===== src/rtl/prvp_c2c_slave_lane.sv =====
// C2C slave lane: oversamples a source-synchronous link on clk_axi and moves
// words between the DQ lanes and an RX/TX FIFO pair in 1/2/4/NUM_LANE-lane modes.
module prvp_c2c_slave_lane #(
    parameter int NUM_LANE   = 4,
    parameter int BW_WORD    = 32,
    parameter int FIFO_DEPTH = 4
) (
    input  logic                clk_axi,
    input  logic                rstnn_axi,
    input  logic                c2c_clk,
    input  logic                c2c_csn,
    input  logic [NUM_LANE-1:0] c2c_dq_sival,
    output logic [NUM_LANE-1:0] c2c_dq_soval,
    output logic [NUM_LANE-1:0] c2c_dq_sod,
    input  logic [1:0]          cfg_mode,
    input  logic                cfg_dir,
    output logic                rx_valid,
    output logic [BW_WORD-1:0]  rx_data,
    input  logic                rx_ready,
    input  logic                tx_valid,
    input  logic [BW_WORD-1:0]  tx_data,
    output logic                tx_ready,
    output logic                sts_ovf,
    output logic                sts_udf,
    output logic                sts_partial,
    input  logic                sts_clr
);
    localparam int CW = $clog2(BW_WORD);
    localparam int AW = $clog2(FIFO_DEPTH);
    localparam int LW = $clog2(NUM_LANE);

    typedef enum logic [1:0] {IDLE, RX, TX} state_t;

    state_t              state, state_next;
    logic [1:0]          mode_q;
    logic [2:0]          clk_sync, csn_sync;
    logic [NUM_LANE-1:0] dq_meta, dq_sync;
    logic                clk_rise, clk_fall, csn_rise, csn_fall;
    logic [1:0]          wlog;
    logic [3:0]          w_lanes;
    logic [NUM_LANE-1:0] lane_mask;
    logic [CW-1:0]       last_cnt;

    logic [BW_WORD-1:0]  rx_sr, rx_word_next, tx_sr;
    logic [CW-1:0]       rx_cnt, tx_cnt;
    logic                rx_edge, rx_done, tx_edge, tx_reload, enter_tx;

    logic [BW_WORD-1:0]  rx_mem [FIFO_DEPTH];
    logic [BW_WORD-1:0]  tx_mem [FIFO_DEPTH];
    logic [AW:0]         rx_wp, rx_rp, tx_wp, tx_rp;
    logic                rx_empty, rx_full, rx_push, rx_pop;
    logic                tx_empty, tx_full, tx_push, tx_pop;
    logic                ovf_set, udf_set, partial_set;

    // NOTE: clocked blocks use non-blocking assignments so every flop samples pre-edge values.
    always_ff @(posedge clk_axi) begin
        if (!rstnn_axi) begin
            clk_sync <= '0;
            csn_sync <= '1;
            dq_meta  <= '0;
            dq_sync  <= '0;
        end else begin
            clk_sync <= {clk_sync[1:0], c2c_clk};
            csn_sync <= {csn_sync[1:0], c2c_csn};
            dq_meta  <= c2c_dq_sival;
            dq_sync  <= dq_meta;
        end
    end

    assign clk_rise = clk_sync[1] & ~clk_sync[2];
    assign clk_fall = ~clk_sync[1] & clk_sync[2];
    assign csn_rise = csn_sync[1] & ~csn_sync[2];
    assign csn_fall = ~csn_sync[1] & csn_sync[2];

    // Lanes per edge come from the mode latched at transfer start, not the live input.
    always_comb begin
        case (mode_q)
            2'b00:   wlog = 2'd0;
            2'b01:   wlog = 2'd1;
            2'b10:   wlog = 2'd2;
            default: wlog = LW[1:0];
        endcase
    end

    assign w_lanes   = 4'd1 << wlog;
    assign lane_mask = ~({NUM_LANE{1'b1}} << w_lanes);
    assign last_cnt  = CW'((BW_WORD >> wlog) - 1);

    // NOTE: every combinational output gets a default first, so no path can infer a latch.
    always_comb begin
        state_next = state;
        case (state)
            IDLE:    if (csn_fall) state_next = cfg_dir ? TX : RX;
            default: if (csn_rise) state_next = IDLE;
        endcase
    end

    always_ff @(posedge clk_axi) begin
        if (!rstnn_axi) begin
            state  <= IDLE;
            mode_q <= '0;
        end else begin
            state <= state_next;
            if (state == IDLE && csn_fall) mode_q <= cfg_mode;
        end
    end

    assign enter_tx  = (state == IDLE) && csn_fall && cfg_dir;
    assign rx_edge   = (state == RX) && clk_rise && !csn_rise;
    assign rx_done   = rx_edge && (rx_cnt == last_cnt);
    assign tx_edge   = (state == TX) && clk_fall && !csn_rise;
    assign tx_reload = enter_tx || (tx_edge && (tx_cnt == last_cnt));

    assign rx_word_next = (rx_sr << w_lanes) | BW_WORD'(dq_sync & lane_mask);

    always_ff @(posedge clk_axi) begin
        if (!rstnn_axi) begin
            rx_sr  <= '0;
            rx_cnt <= '0;
            tx_sr  <= '0;
            tx_cnt <= '0;
        end else if (csn_rise) begin
            rx_cnt <= '0;
            tx_sr  <= '0;
            tx_cnt <= '0;
        end else begin
            if (rx_edge) begin
                rx_sr  <= rx_word_next;
                rx_cnt <= rx_done ? '0 : rx_cnt + 1'b1;
            end
            if (tx_reload) begin
                tx_sr  <= tx_empty ? '0 : tx_mem[tx_rp[AW-1:0]];
                tx_cnt <= '0;
            end else if (tx_edge) begin
                tx_sr  <= tx_sr << w_lanes;
                tx_cnt <= tx_cnt + 1'b1;
            end
        end
    end

    assign rx_empty = (rx_wp == rx_rp);
    assign rx_full  = (rx_wp[AW] != rx_rp[AW]) && (rx_wp[AW-1:0] == rx_rp[AW-1:0]);
    assign tx_empty = (tx_wp == tx_rp);
    assign tx_full  = (tx_wp[AW] != tx_rp[AW]) && (tx_wp[AW-1:0] == tx_rp[AW-1:0]);

    assign rx_valid = !rx_empty;
    assign rx_data  = rx_mem[rx_rp[AW-1:0]];
    assign rx_pop   = rx_valid && rx_ready;
    assign rx_push  = rx_done && (!rx_full || rx_pop);
    assign tx_ready = !tx_full;
    assign tx_push  = tx_valid && tx_ready;
    assign tx_pop   = tx_reload && !tx_empty;

    assign ovf_set     = rx_done && rx_full && !rx_pop;
    assign udf_set     = tx_reload && tx_empty;
    assign partial_set = csn_rise && (state == RX) && (rx_cnt != '0);

    // NOTE: FIFO storage has no reset; the pointers alone decide which entries are live.
    always_ff @(posedge clk_axi) begin
        if (rx_push) rx_mem[rx_wp[AW-1:0]] <= rx_word_next;
        if (tx_push) tx_mem[tx_wp[AW-1:0]] <= tx_data;
    end

    always_ff @(posedge clk_axi) begin
        if (!rstnn_axi) begin
            rx_wp <= '0;
            rx_rp <= '0;
            tx_wp <= '0;
            tx_rp <= '0;
        end else begin
            if (rx_push) rx_wp <= rx_wp + 1'b1;
            if (rx_pop)  rx_rp <= rx_rp + 1'b1;
            if (tx_push) tx_wp <= tx_wp + 1'b1;
            if (tx_pop)  tx_rp <= tx_rp + 1'b1;
        end
    end

    // Sticky flags: a set event outranks a simultaneous clear.
    always_ff @(posedge clk_axi) begin
        if (!rstnn_axi) begin
            sts_ovf     <= 1'b0;
            sts_udf     <= 1'b0;
            sts_partial <= 1'b0;
        end else begin
            sts_ovf     <= ovf_set     | (sts_ovf     & ~sts_clr);
            sts_udf     <= udf_set     | (sts_udf     & ~sts_clr);
            sts_partial <= partial_set | (sts_partial & ~sts_clr);
        end
    end

    // Single-lane transmit uses lane 1; wider modes drive lanes [W-1:0], MSB on lane W-1.
    always_comb begin
        c2c_dq_soval = '0;
        c2c_dq_sod   = '0;
        if (state == TX) begin
            if (mode_q == 2'b00) begin
                c2c_dq_soval[1] = tx_sr[BW_WORD-1];
                c2c_dq_sod[1]   = 1'b1;
            end else begin
                c2c_dq_soval = NUM_LANE'(tx_sr >> (BW_WORD - int'(w_lanes)));
                c2c_dq_sod   = lane_mask;
            end
        end
    end
endmodule


===== config.mk =====
export PLATFORM = sky130hd
export DESIGN_NAME = prvp_c2c_slave_lane
export DESIGN_NICKNAME = d
export VERILOG_FILES = /design/src/rtl/prvp_c2c_slave_lane.sv
export SDC_FILE = /design/constraint.sdc
export NUM_CORES = 1
export LEC_CHECK = 0
export CORE_MARGIN = 4
export CORE_UTILIZATION = 59
export CTS_CLUSTER_DIAMETER = 100
export CTS_CLUSTER_SIZE = 20
export DETAILED_ROUTE_END_ITERATION = 10
export PLACE_DENSITY = 0.79
export SLEW_MARGIN = 10
export SYNTH_ARGS = -nofsm -noshare
export SYNTH_HDL_FRONTEND = slang
export SYNTH_SLANG_ARGS = --single-unit

===== constraint.sdc =====
create_clock -name clk_axi -period 3.3 [get_ports clk_axi]
set_clock_uncertainty 0.15 [all_clocks]
set_input_delay 0.33 -clock clk_axi [delete_from_list [all_inputs] [get_ports clk_axi]]
set_output_delay 0.33 -clock clk_axi [all_outputs]
set_load 0.01 [all_outputs]

# Yosys cells after proc, flatten, opt, wreduce, memory -nomap -nowiden
# Memories as Yosys holds them, arrays and structs flattened. A register that Yosys moved wholly into a read port is not among the register bits.
# Index checks and enable logic that the tools add are counted.
# word_totals
wordCells	126
input_bits	46
out_inout_bits	45
reg_bits	107
mem_count	2
ram_bits	256
# memory_table
name	depth	word_bits	rd	rd_ports_with_merged_regs	wr	line_no	rtl
rx_mem	4	32	1	1	1	48	logic [BW_WORD-1:0] rx_mem [FIFO_DEPTH];
tx_mem	4	32	1	1	1	49	logic [BW_WORD-1:0] tx_mem [FIFO_DEPTH];
# op_classes
n_shift	6
n_bitwise	20
eq_ne	12
n_mux	25
add_sub_neg	8
n_reduce_logical	36
# op_table
cell	n
$mux 32	3
$shl 32x4->32	2
$or 32x4->32	1
$shr 32x32->4	1
$mux 2	10
$logic_and 1x1->1	19
$add 3x1->3 const B	4
$add 5x1->5 const B	2
$eq 5x5->1	2
$mux 1	8
$mux 4	2
$and 1x1->1	7
$not 1->1	7
$sub 6x4->7 const A	1
$eq 3x3->1	2
$logic_not 1->1	6
$shr 6x2->5 const A	1
$mux 5	1
$reduce_bool 5->1	1
$sub 5x2->5 const B	1
$and 4x4->4	1
$eq 2x1->1 const B	2
$eq 2x2->1	2
$logic_not 2->1	2
other kinds (13)	19

# Longest topological paths before layout
# Gate-level depths: netlist of run 1.
# depth
word_depth	10
ltp_mapped	8
mapped_depth_nobuf	6

# Least setup slack after synthesis of run 1
# OpenSTA, ideal clock, no wires.
# synth_timing
path_kind	flip-flop to flip-flop
startpoint	register clk_sync[1]
endpoint	memory rx_mem[3][0], enable pin
stages_incl_launch_ff	5
required_time_ns	2.756
arrival_time_ns	2.131
setup_slack_ns	0.626
period_less_slack_ns	2.674
path_buffers	0
setup_ns	0.394
cell_sequence	dfxtp_1 nor4bb_1 nand4_1 a211oi_2 and2_1
# synth_via
elab_chain_cells	7
# synth_lines
item	line_no	rtl
from (decl)	36	logic [2:0] clk_sync, csn_sync;
from (signal assigned)	63	clk_sync <= {clk_sync[1:0], c2c_clk};
$and 1x1->1	70	assign clk_rise = clk_sync[1] & ~clk_sync[2];
$logic_and 1x1->1 (2 in series)	109	assign rx_edge = (state == RX) && clk_rise && !csn_rise;
$logic_and 1x1->1	110	assign rx_done = rx_edge && (rx_cnt == last_cnt);
$logic_and 1x1->1	149	assign rx_push = rx_done && (!rx_full || rx_pop);
$mux 1	160	if (rx_push) rx_mem[rx_wp[AW-1:0]] <= rx_word_next;
$mux 1 (implied by the code)	160	
to (decl)	48	
# Every way passes these cells.

==> results of run 1 <==
[stage by stage]
| stage | utilization, % | setup WS [ns] |
|---|---|---|
| 6_report | 67.6 | 0.337 |
| 5_1_grt | 67.6 | 0.178 |
| 4_1_cts | 67.6 | 0.259 |
| 3_5_place_dp | 65.0 | 0.585 |
| 3_3_place_gp | 65.0 | 0.668 |
| 2_1_floorplan | - | 0.626 |
[routing by layer]
layer / wire, um / vias to the layer above / track usage, %
li1: - / 4213 / -
met1: 12200 / 4410 / 27.9
met2: 14900 / 258 / 36.3
met3: 1560 / 37 / 3.21
met4: 506 / 0 / 3.95
met5: 0 / - / 0
[report_power, final]
part,internal [mW],switching [mW]
combinational,0.154,0.209
clock,1.32,1.39
sequential,4.97,0.0367
total,6.45,1.64
[critical path, stage by stage (launching register included)]
cell and delay, ns:
dfxtp_2 0.32, buf_4 0.52, mux4_2 0.60, clkdlybuf4s50_1 0.50
[cells by family (layout without fill, tap and decap cells)]
| logic type | count (synthesis) | after routing | synth area share (%) |
|---|---|---|---|
| fa+ha+maj | 13 | 13 | 1.08 |
| compound gates | 212 | 212 | 7.97 |
| xor+xnor | 18 | 18 | 1.05 |
| flops | 366 | 366 | 65.8 |
| mux | 129 | 129 | 13.9 |
| simple gates | 261 | 261 | 8.02 |
| buf+inv | 81 | 173 | 2.18 |
[state kept, by name, indices dropped and copies added (netlist names), 3 cells and up, named ones only]
signal / count
clk_sync: 3
csn_sync: 3
dq_meta: 4
dq_sync: 4
rx_cnt: 5
rx_mem: 128
rx_rp: 3
rx_sr: 31
rx_wp: 3
tx_cnt: 5
tx_mem: 128
tx_rp: 3
tx_sr: 32
tx_wp: 3
[area by class of cell]
type | instances | area, um^2 | area share, %
repair buffers | 120 | 1140 | 6.71
clock buffers | 39 | 636 | 3.75
well taps | 330 | 413 | 2.43
clock inverters | 1 | 16.3 | 0.0959
flip-flops and latches | 366 | 9900 | 58.3
multi-input cells | 633 | 4820 | 28.4
inverters | 13 | 48.8 | 0.288
[worst paths after layout]
kind | depth (start not counted) | startpoint | slack (ns) | end
worst min register to register | 1 | csn_sync[0] | 0.27 | csn_sync[1]
worst min-delay path | 2 | c2c_dq_sival[2] | 0.24 | dq_meta[2]
worst max-delay path | 3 | flip-flop | 0.34 | rx_data[28]
worst max register to register | 6 | mode_q[1] | 0.57 | rx_mem[3][23]
[Yosys cell counts (11+ instances only)]
| library cell | instances | area, um^2 |
|---|---|---|
| edfxtp_1 | 256 | 7690 |
| nand2_1 | 119 | 447 |
| dfxtp_1 | 110 | 2200 |
| a21oi_1 | 88 | 440 |
| o21ai_0 | 81 | 405 |
| mux2i_1 | 64 | 641 |
| mux4_2 | 64 | 1440 |
| nor2_1 | 61 | 229 |
| clkbuf_1 | 45 | 169 |
| nand3_1 | 24 | 120 |
| and2_1 | 22 | 138 |
| buf_2 | 15 | 75.1 |
| ha_1 | 13 | 163 |
| o31ai_1 | 12 | 90.1 |
| inv_1 | 11 | 41.3 |
==> results_dict.tcl, run 1 <==
set metrics [dict create \
    drtIter0Drc 695 \
    p_total_mw 8.09 \
    cts_resized 0 \
    synth_cells 1080 \
    drive_gt1_share_pct 11.1 \
    fp-row-count 58 \
    diodes 0 \
    io_pins 91 \
    cap_violations 0 \
    worstSkewPairLatency_ns 0.52 \
    syn_avg_cell_area_um2 13.9 \
    placed_cells 1462 \
    postRouteAntennaNets 0 \
    synthesis.nets 1139 \
    place.gp.congestion 0.849 \
    hold_buffers 0 \
    ys_warn_count 0 \
    synthArstFlopShare_pct 0 \
    period_needed_ns 2.96 \
    slew_viol_final 0 \
    min-delay-path-class "input pin to flip-flop" \
    mostFrequentLayoutCells "edfxtp_1, nand2_1, dfxtp_1" \
    path_class "flip-flop to output port" \
    drt_first_pass_iters 6 \
    cts-buffers-inserted 22 \
    p_per_area_nw_per_um2 477 \
    start_kind "flip-flop" \
    dpl.hpwl_um 18700 \
    wirelength_um 29200 \
    power.leakage_nw 5.33 \
    cts_tree "done" \
    core_um2 25100 \
    grt_pass1_wl_um 47100 \
    wl_per_cell_um 19.4 \
    start_util_pct 59.9 \
    ys_types 55 \
    slew_headroom_pct 55.4 \
    chipWidth_um 168 \
    worst_ir_drop_vdd_mv 0.386 \
    cts_root_buf "clkbuf_16" \
    end_kind "output port" \
    synth-seq-cells 366 \
    grt_overflow_total 0 \
    grt_max_degree 62 \
    setup_viol 0 \
    cts_setup_buffers 0 \
    grt_pass1_vias 8942 \
    yosys_most_used_dff "edfxtp_1" \
    status "completed" \
    clock_path_buffers 3 \
    layout_commonest_cell "edfxtp_1" \
    fin_tns_setup_ns 0 \
    rsz0062_at_grt "no" \
    dpl-instance-area_um2 16300 \
    synth-edff-count 256 \
    n_fill_cell 1785 \
    nets 1215 \
    vias 8918 \
    finalNonFillerCells 1502 \
    fin_crit_sh_pct 89.8 \
    portBuffers 90 \
    drc 0 \
    cts.sinks 366 \
    die-area_um2 28100 \
    antenna_found_initial 0 \
    ys_seq_area_share_pct 65.8 \
    clk_pin_slew_ns 0.08 \
    die_h_um 168 \
    cp.required_ns 2.82 \
    hold_violations 0 \
    fin_hold_ws_ns 0.242 \
    grt_util_all_layers_pct 20.7 \
    cp_data_arrival_time_ns 2.48 \
    synth.cell_area_um2 15000 \
    viasPerCell 5.94 \
    cp_max_fo 32 \
    area_delta_synth_final_pct 12.8 \
    fin_area_um2 17000 \
    worst_slew_pin_slew_ns 0.663 \
    max_freq_mhz 338 \
    htreeDepth 1 \
]
No activity file was read; power rests on OpenSTA's default activity.
==> inputs of run 2 (changes only) <==
--- a/config.mk
+++ b/config.mk
@@ -8,7 +8,7 @@
 export CORE_MARGIN = 4
 export CORE_UTILIZATION = 59
 export CTS_CLUSTER_DIAMETER = 100
-export CTS_CLUSTER_SIZE = 20
+export CTS_CLUSTER_SIZE = 16
 export DETAILED_ROUTE_END_ITERATION = 10
 export PLACE_DENSITY = 0.79
 export SLEW_MARGIN = 10
==> run 2 against run 1 <==
Compared with the run above: combinational power barely moved; first-iteration DRC count rose by 16%; maximum frequency fell by 0.50%; clock-buffer cell count rose by 9; register-to-register slack barely moved; highest routed layer unchanged.
==> results_dict.tcl, run 2 (same netlist as run 1, synthesis figures left out) <==
set metrics [dict create \
    status "completed" \
    hold_violations 0 \
    hold_depth 2 \
    cpLargestDelayFamily "buffers and inverters" \
    power.leakage_nw 5.39 \
    worst_ir_drop_vdd_mv 0.373 \
    mostFrequentLayoutCells "edfxtp_1, nand2_1, dfxtp_1" \
    drive_gt1_share_pct 11.4 \
    clk_pin_slew_ns 0.07 \
    setup_viol 0 \
    reg2reg_slack_ns 0.58 \
    max_freq_mhz 336 \
    rsz0062_at_grt "no" \
    grt_max_degree 62 \
    r2r_cells 6 \
    drtIter0Drc 806 \
    layout_commonest_cell "edfxtp_1" \
    p_total_mw 8.37 \
    chipWidth_um 168 \
    placed_cells 1462 \
    place.gp.congestion 0.849 \
    finalNonFillerCells 1510 \
    clock_path_buffers 3 \
    end_kind "output port" \
    start_kind "flip-flop" \
    dpl-instance-area_um2 16300 \
    io_pins 91 \
    fin_tns_setup_ns 0 \
    cts_tree "done" \
    hold_start "c2c_dq_sival[2]" \
    grt_overflow_total 0 \
    area_delta_synth_final_pct 13.6 \
    fin_area_um2 17100 \
    min-delay-path-class "input pin to flip-flop" \
    cpPeakStageDelay_ns 0.60 \
    final_util_pct 68.0 \
    start_util_pct 59.9 \
    crit_chain "buf_4 > mux4_2 > clkdlybuf4s50_1" \
    nets 1219 \
    cts.sinks 366 \
    regToRegEndpoint "rx_mem[3][23]" \
    worst_slew_pin_slew_ns 0.689 \
    diodes 0 \
    path_class "flip-flop to output port" \
    viasPerCell 5.94 \
    path_buf_inv 2 \
    hold_buffers 0 \
    wl_per_cell_um 19.2 \
    portBuffers 90 \
    postRouteAntennaNets 0 \
    drt_first_pass_iters 6 \
    die_h_um 168 \
    cts_setup_buffers 0 \
    cts_root_buf "clkbuf_16" \
    cts-buffers-inserted 26 \
    worst_path_max_delay_cell "mux4_2" \
    grt_pass1_wl_um 47000 \
    grt_pass1_vias 8942 \
    p_per_area_nw_per_um2 490 \
    fin_crit_sh_pct 90.2 \
    antenna_found_initial 0 \
    cp_data_arrival_time_ns 2.50 \
    n_fill_cell 1765 \
    min_to "dq_meta[2]" \
    slew_viol_final 0 \
    cp_max_fo 32 \
    die-area_um2 28100 \
    r2r-start "mode_q[1]" \
    drc 0 \
    vias 8973 \
    htreeDepth 1 \
    grt_util_all_layers_pct 20.6 \
    period_needed_ns 2.98 \
    slew_headroom_pct 53.6 \
    fp-row-count 58 \
    cap_violations 0 \
    dpl.hpwl_um 18700 \
    cts_resized 0 \
    wirelength_um 29100 \
    cp.required_ns 2.82 \
    core_um2 25100 \
    worstSkewPairLatency_ns 0.54 \
]
run 2: cell types whose count changed in the layout (fill, tap and decap cells not counted):
cell       change
clkbuf_1       +4
clkbuf_16      +4
clkbuf_8       +1
inv_12         -1
run 2: how the worst max path moves through the flow:
stage | endpoint | slack (ns) | depth (start not counted)
floorplan | rx_mem[3][0] | 0.63 | 4
global placement | rx_mem[3][27] | 0.67 | 6
detailed placement | rx_mem[3][28] | 0.58 | 6
CTS | rx_data[28] | 0.25 | 3
global route | rx_data[28] | 0.17 | 3
finish | rx_data[28] | 0.32 | 3
run 2: report_power, final:
group	total, mW	internal (mW)	switching, mW
registers	5.01	4.98	0.0361
clock network	2.99	1.55	1.44
logic	0.363	0.154	0.208
run 2: area by class of cell:
type                    count  area (um^2)  share of cell area [%]
flip-flops and latches    366         9900                    57.9
multi-input cells         633         4820                    28.2
repair buffers            120         1140                    6.67
clock buffers              48          764                    4.48
inverters                  13         48.8                   0.286
well taps                 330          413                    2.42
run 2: per-layer routing:
layer  vias up  wire, um  track usage [%]  part of all wire [%]
li1       4230         -                -                     -
met1      4440     12200             27.9                    42
met2       255     14800             35.9                    51
met3        48      1500             3.05                   5.2
met4         0       556             4.90                   1.9
met5         -         0                0                     0
run 2: metrics by stage:
step | hold WS (ns) | setup WS (ns)
6_report | 0.223 | 0.322
5_1_grt | 0.223 | 0.172
4_1_cts | 0.206 | 0.251
3_5_place_dp | 0.249 | 0.585
3_3_place_gp | 0.255 | 0.668
2_1_floorplan | 0.236 | 0.626
==> inputs of run 3 (changes only) <==
--- a/config.mk
+++ b/config.mk
@@ -10,6 +10,7 @@
 export CTS_CLUSTER_DIAMETER = 100
 export CTS_CLUSTER_SIZE = 16
 export DETAILED_ROUTE_END_ITERATION = 10
+export GPL_TIMING_DRIVEN = 0
 export PLACE_DENSITY = 0.79
 export SLEW_MARGIN = 10
 export SYNTH_ARGS = -nofsm -noshare
==> run 3 against run 2 <==
Compared with the run above: register-to-register slack got worse by 0.08 ns; first-iteration DRC count increased by 10%; utilization increased by 0.90 points; setup slack got worse by 0.13 ns; critical path depth increased by 3; clock-buffer cell count unchanged; non-clock buffer count increased by 44; clock power about the same; sequential cell count unchanged.
==> results_dict.tcl, run 3 (same netlist as run 1, synthesis figures left out) <==
set metrics [dict create \
    status "completed" \
    grt_overflow_total 0 \
    fp-row-count 58 \
    nets 1263 \
    grt_pass1_vias 9375 \
    critPathMostFrequentCell "clkbuf_2" \
    fin_crit_sh_pct 94.2 \
    drive_gt1_share_pct 11.3 \
    htreeDepth 1 \
    hold_start "c2c_dq_sival[0]" \
    cp.required_ns 2.82 \
    worst_ir_drop_vdd_mv 0.402 \
    clock_path_buffers 3 \
    wl_per_cell_um 19.5 \
    start_kind "flip-flop" \
    path_buf_inv 4 \
    area_delta_synth_final_pct 15.1 \
    power.leakage_nw 5.47 \
    r2r-start "clk_sync[1]" \
    grt_max_degree 33 \
    cts_root_buf "clkbuf_16" \
    hold_violations 0 \
    postRouteAntennaNets 0 \
    worstSkewPairLatency_ns 0.54 \
    finalNonFillerCells 1554 \
    start_util_pct 59.9 \
    setup_viol 0 \
    cts_tree "done" \
    min-delay-path-class "input pin to flip-flop" \
    worst_path_max_delay_cell "clkdlybuf4s50_1" \
    placed_cells 1508 \
    grt_util_all_layers_pct 21.4 \
    fin_tns_setup_ns 0 \
    dpl.hpwl_um 20800 \
    cts-buffers-inserted 26 \
    slew_headroom_pct 44.8 \
    drc 0 \
    cpLargestDelayFamily "buffers and inverters" \
    hold_buffers 0 \
    viasPerCell 5.95 \
    max_freq_mhz 322 \
    regToRegEndpoint "rx_mem[0][12]" \
    wirelength_um 30400 \
    antenna_found_initial 1 \
    fin_area_um2 17300 \
    cap_violations 0 \
    drtIter0Drc 890 \
    dpl-instance-area_um2 16500 \
    cp_data_arrival_time_ns 2.63 \
    drt_first_pass_iters 5 \
    core_um2 25100 \
    io_pins 91 \
    die_h_um 168 \
    place.gp.congestion 0.900 \
    cpPeakStageDelay_ns 0.57 \
    slew_viol_final 0 \
    cp_max_fo 10 \
    diodes 0 \
    hold_depth 2 \
    grt_pass1_wl_um 48600 \
    vias 9252 \
    clk_pin_slew_ns 0.07 \
    die-area_um2 28100 \
    worst_slew_pin_slew_ns 0.828 \
    mostFrequentLayoutCells "edfxtp_1, nand2_1, dfxtp_1" \
    chipWidth_um 168 \
    rsz0062_at_grt "no" \
    crit_chain "clkbuf_2 > clkbuf_2 > buf_2 > mux2i_1 > nor2_1 > clkdlybuf4s50_1" \
    min_to "dq_meta[0]" \
    path_class "flip-flop to output port" \
    cts_setup_buffers 0 \
    period_needed_ns 3.11 \
    p_per_area_nw_per_um2 485 \
    cts.sinks 366 \
    r2r_cells 5 \
    reg2reg_slack_ns 0.50 \
    end_kind "output port" \
    portBuffers 90 \
    layout_commonest_cell "edfxtp_1" \
]
[run 3: worst max path at each step]
stage | start | endpoint | slack [ns] | cells after the start
floorplan | clk_sync[1] | rx_mem[3][0] | 0.63 | 4
global placement | mode_q[1] | rx_mem[3][26] | -0.41 | 5
detailed placement | mode_q[1] | c2c_dq_soval[1] | 0.18 | 6
CTS | mode_q[1] | c2c_dq_sod[3] | 0.03 | 7
global route | flip-flop | rx_data[30] | 0.03 | 4
finish | mode_q[1] | c2c_dq_soval[1] | 0.19 | 6
[run 3: report_power, final]
group / total, mW / internal, mW / switching, mW / leakage [nW]
Combinational: 0.382 / 0.162 / 0.220 / 1.86
Sequential: 5.01 / 4.98 / 0.0343 / 3.24
Clock: 3.01 / 1.56 / 1.45 / 0.364
[run 3: per-stage QoR]
stage	hold WS [ns]	worst slack [ns]	power [mW]	util, %
after global placement	0.251	-0.411	5.47	65.1
final	0.220	0.190	8.40	68.9
after detailed placement	0.252	0.177	5.50	65.9
after global routing	0.203	0.0290	8.71	68.9
after floorplan	0.236	0.626	5.32	-
after CTS	0.207	0.0314	8.46	68.9
[run 3: what timing repair did]
action | 4_1_cts | 5_1_grt
setup endpoints to repair | 6 | 33
gates cloned | 0 | 0
resized for setup | 4 | 6
[run 3: final cells by class]
cell class	count	area [um^2]
flip-flops and latches	366	9890
fillers	1792	7800
multi-input cells	633	4830
repair buffers	98	1080
clock buffers	48	764
well taps	330	413
plain buffers	66	285
inverters	13	48.8
[run 3: per-layer routing]
layer | vias up | global-route usage, % | routed length [um]
li1 | 4316 | - | -
met1 | 4584 | 28.4 | 12300
met2 | 309 | 37.7 | 15700
met3 | 41 | 3.12 | 1930
met4 | 2 | 5.12 | 508
met5 | - | 0 | 11
==> edit (settings of run 3) <==
Register the output `sts_ovf` once more; this adds one clock of latency there. The other outputs are not delayed to match.
--- a/src/rtl/prvp_c2c_slave_lane.sv
+++ b/src/rtl/prvp_c2c_slave_lane.sv
@@ -31,6 +31,8 @@
 
     typedef enum logic [1:0] {IDLE, RX, TX} state_t;
 
+    logic sts_ovf_s0;
+
     state_t              state, state_next;
     logic [1:0]          mode_q;
     logic [2:0]          clk_sync, csn_sync;
@@ -178,11 +180,11 @@
     // Sticky flags: a set event outranks a simultaneous clear.
     always_ff @(posedge clk_axi) begin
         if (!rstnn_axi) begin
-            sts_ovf     <= 1'b0;
+            sts_ovf_s0  <= 1'b0;
             sts_udf     <= 1'b0;
             sts_partial <= 1'b0;
         end else begin
-            sts_ovf     <= ovf_set     | (sts_ovf     & ~sts_clr);
+            sts_ovf_s0  <= ovf_set     | (sts_ovf_s0  & ~sts_clr);
             sts_udf     <= udf_set     | (sts_udf     & ~sts_clr);
             sts_partial <= partial_set | (sts_partial & ~sts_clr);
         end
@@ -202,5 +204,9 @@
             end
         end
     end
+    always_ff @(posedge clk_axi) begin
+        sts_ovf <= sts_ovf_s0;
+    end
+
 endmodule
 
Behaviour: same outputs for any inputs over 4 cycles, from zero or initial values and one cycle with rstnn_axi low; that may be too few to reach the edited logic, so the function may still have changed.
==> edit against run 3 <==
Sequential cell count up 1; cell area about the same; wire length rose by 0.96%; sequential share of layout area increased by 0.14 points; worst setup slack got worse by 0.0040 ns; synthesized area is 0.16% higher; power down 0.21%; count of clock-buffer cells in the layout shrank 1; via count down 0.69%; critical endpoint is now c2c_dq_sod[3]; largest cell class unchanged.
==> edit: results (changes against run 3) <==
[place]
dp_hpwl_um = 21200  ; +1.7%
placed_area_mm2 = 0.0165  ; about the same
gp_congestion = 0.890  ; -1.1%
preCtsSetupSlack_ns = 0.200  ; +0.0229 ns

[pwr]
internal-power_mw = 6.68  ; -0.17%
peakVddDrop_mv = 0.451  ; +12%
leakage_nw = 5.47  ; about the same

[synthesis]
yosys-top-cells-count = edfxtp_1, nand2_1, dfxtp_1
synth_area_leaders = edfxtp_1, dfxtp_1, mux4_2
synth_edf_count = 256  ; unchanged
synthesis.nets = 1141  ; +0.18%
synth_compound_area_frac = 0.0794  ; -0.000292
synth-xor-area-share = 0.0105  ; -0.0000166
yosys_warnings = 0  ; unchanged
ys_seq_area_frac = 0.658  ; about the same
synth_fa_ha_area_frac = 0.0108  ; -0.0000171
synth_mux_area_frac = 0.139  ; -0.000220

[finish]
drive_above_1_share = 0.111  ; -0.00172
final_net_count = 1264  ; +0.079%
num-fill-cells = 1747  ; -2.5%

[worst_setup_path]
critPathMaxFanout = 11  ; +1
reg2reg_slack_ns = 0.57  ; +0.07 ns
slowest_delay_ns = 0.52  ; -0.05 ns

[grt]
grt_usage = 0.218  ; +0.00456
grt_pass1_vias = 9168  ; -2.2%
grt_first_pass_wirelength_um = 49500  ; +1.8%

[sta]
holdWs_ns = 0.201  ; -0.0192 ns
fin_ws_ns = 0.186  ; -0.00403 ns
relSlewSlack = 0.429  ; -0.0185

[route]
drt_iter0_markers = 795  ; -11%
wl_um = 30700  ; +0.96%
route.detailed.vias_per_inst = 5.91  ; -0.76%

[min_path]
hp-class = reg2reg

[cts]
cts_resized = 6  ; +2
clk_latency_ns = 0.53

[run_status]
status = complete, no violations

edit: area by class of cell:
cell class / instances / area, µm² / share of cell area
Tap cell: 330 / 413 / 0.0239
Sequential cell: 367 / 9910 / 0.573
Inverter: 13 / 48.8 / 0.00282
Multi-Input combinational cell: 634 / 4830 / 0.279
Clock inverter: 1 / 3.75 / 0.000217
Buffer: 65 / 280 / 0.0162
Clock buffer: 47 / 751 / 0.0434
Timing Repair Buffer: 98 / 1060 / 0.0613
edit: cell families (layout without fill, tap and decap cells):
family                     Yosys count  in the layout
AOI/OAI and AO/OA                  212            212
xor gates and xnor gates            18             18
adders and majority gates           13             13
buffers and inverters               81            224
DFF                                367            367
muxes                              129            129
and+or+nand+nor                    262            262
edit: final timing paths:
check	start	endpoint	depth (start not counted)
max	mode_q[1]	c2c_dq_sod[3]	6
min	sts_ovf_s0	sts_ovf	0
min reg2reg	sts_ovf_s0	sts_ovf	0
max reg2reg	mode_q[1]	rx_mem[2][26]	6
edit: per-layer routing:
metal / routed length, µm / up-vias / track usage / part of all wire
met5: 11 / - / 0 / 0.00036
met4: 990 / 2 / 0.0670 / 0.032
met3: 1470 / 65 / 0.0326 / 0.048
met2: 15800 / 242 / 0.383 / 0.52
met1: 12400 / 4550 / 0.284 / 0.40
li1: - / 4329 / - / -
edit: worst max-delay path: cells and delay by family, from the launching register on:
| kind | cells | cell delay [ns] |
|---|---|---|
| simple gates | 1 | 0.27 |
| buf+inv | 5 | 1.46 |
| flops | 1 | 0.36 |
edit: per-stage QoR:
| stage | setup TNS, ns | std cells | power [mW] |
|---|---|---|---|
| 2_1_floorplan | 0 | 1082 | 5.33 |
| 3_3_place_gp | -43.34 | 1502 | 5.48 |
| 3_5_place_dp | 0 | 1510 | 5.51 |
| 4_1_cts | 0 | 1557 | 8.45 |
| 5_1_grt | 0 | 1555 | 8.69 |
| 6_report | 0 | 1555 | 8.38 |
edit: power groups by stage:
stage          clock [mW]  combinational, mW  sequential (mW)
5_1_grt              3.25              0.414             5.03
4_1_cts              3.04              0.384             5.02
2_1_floorplan           0              0.216             5.12
6_report             2.98              0.381             5.02
3_3_place_gp            0              0.359             5.12
3_5_place_dp            0              0.383             5.13
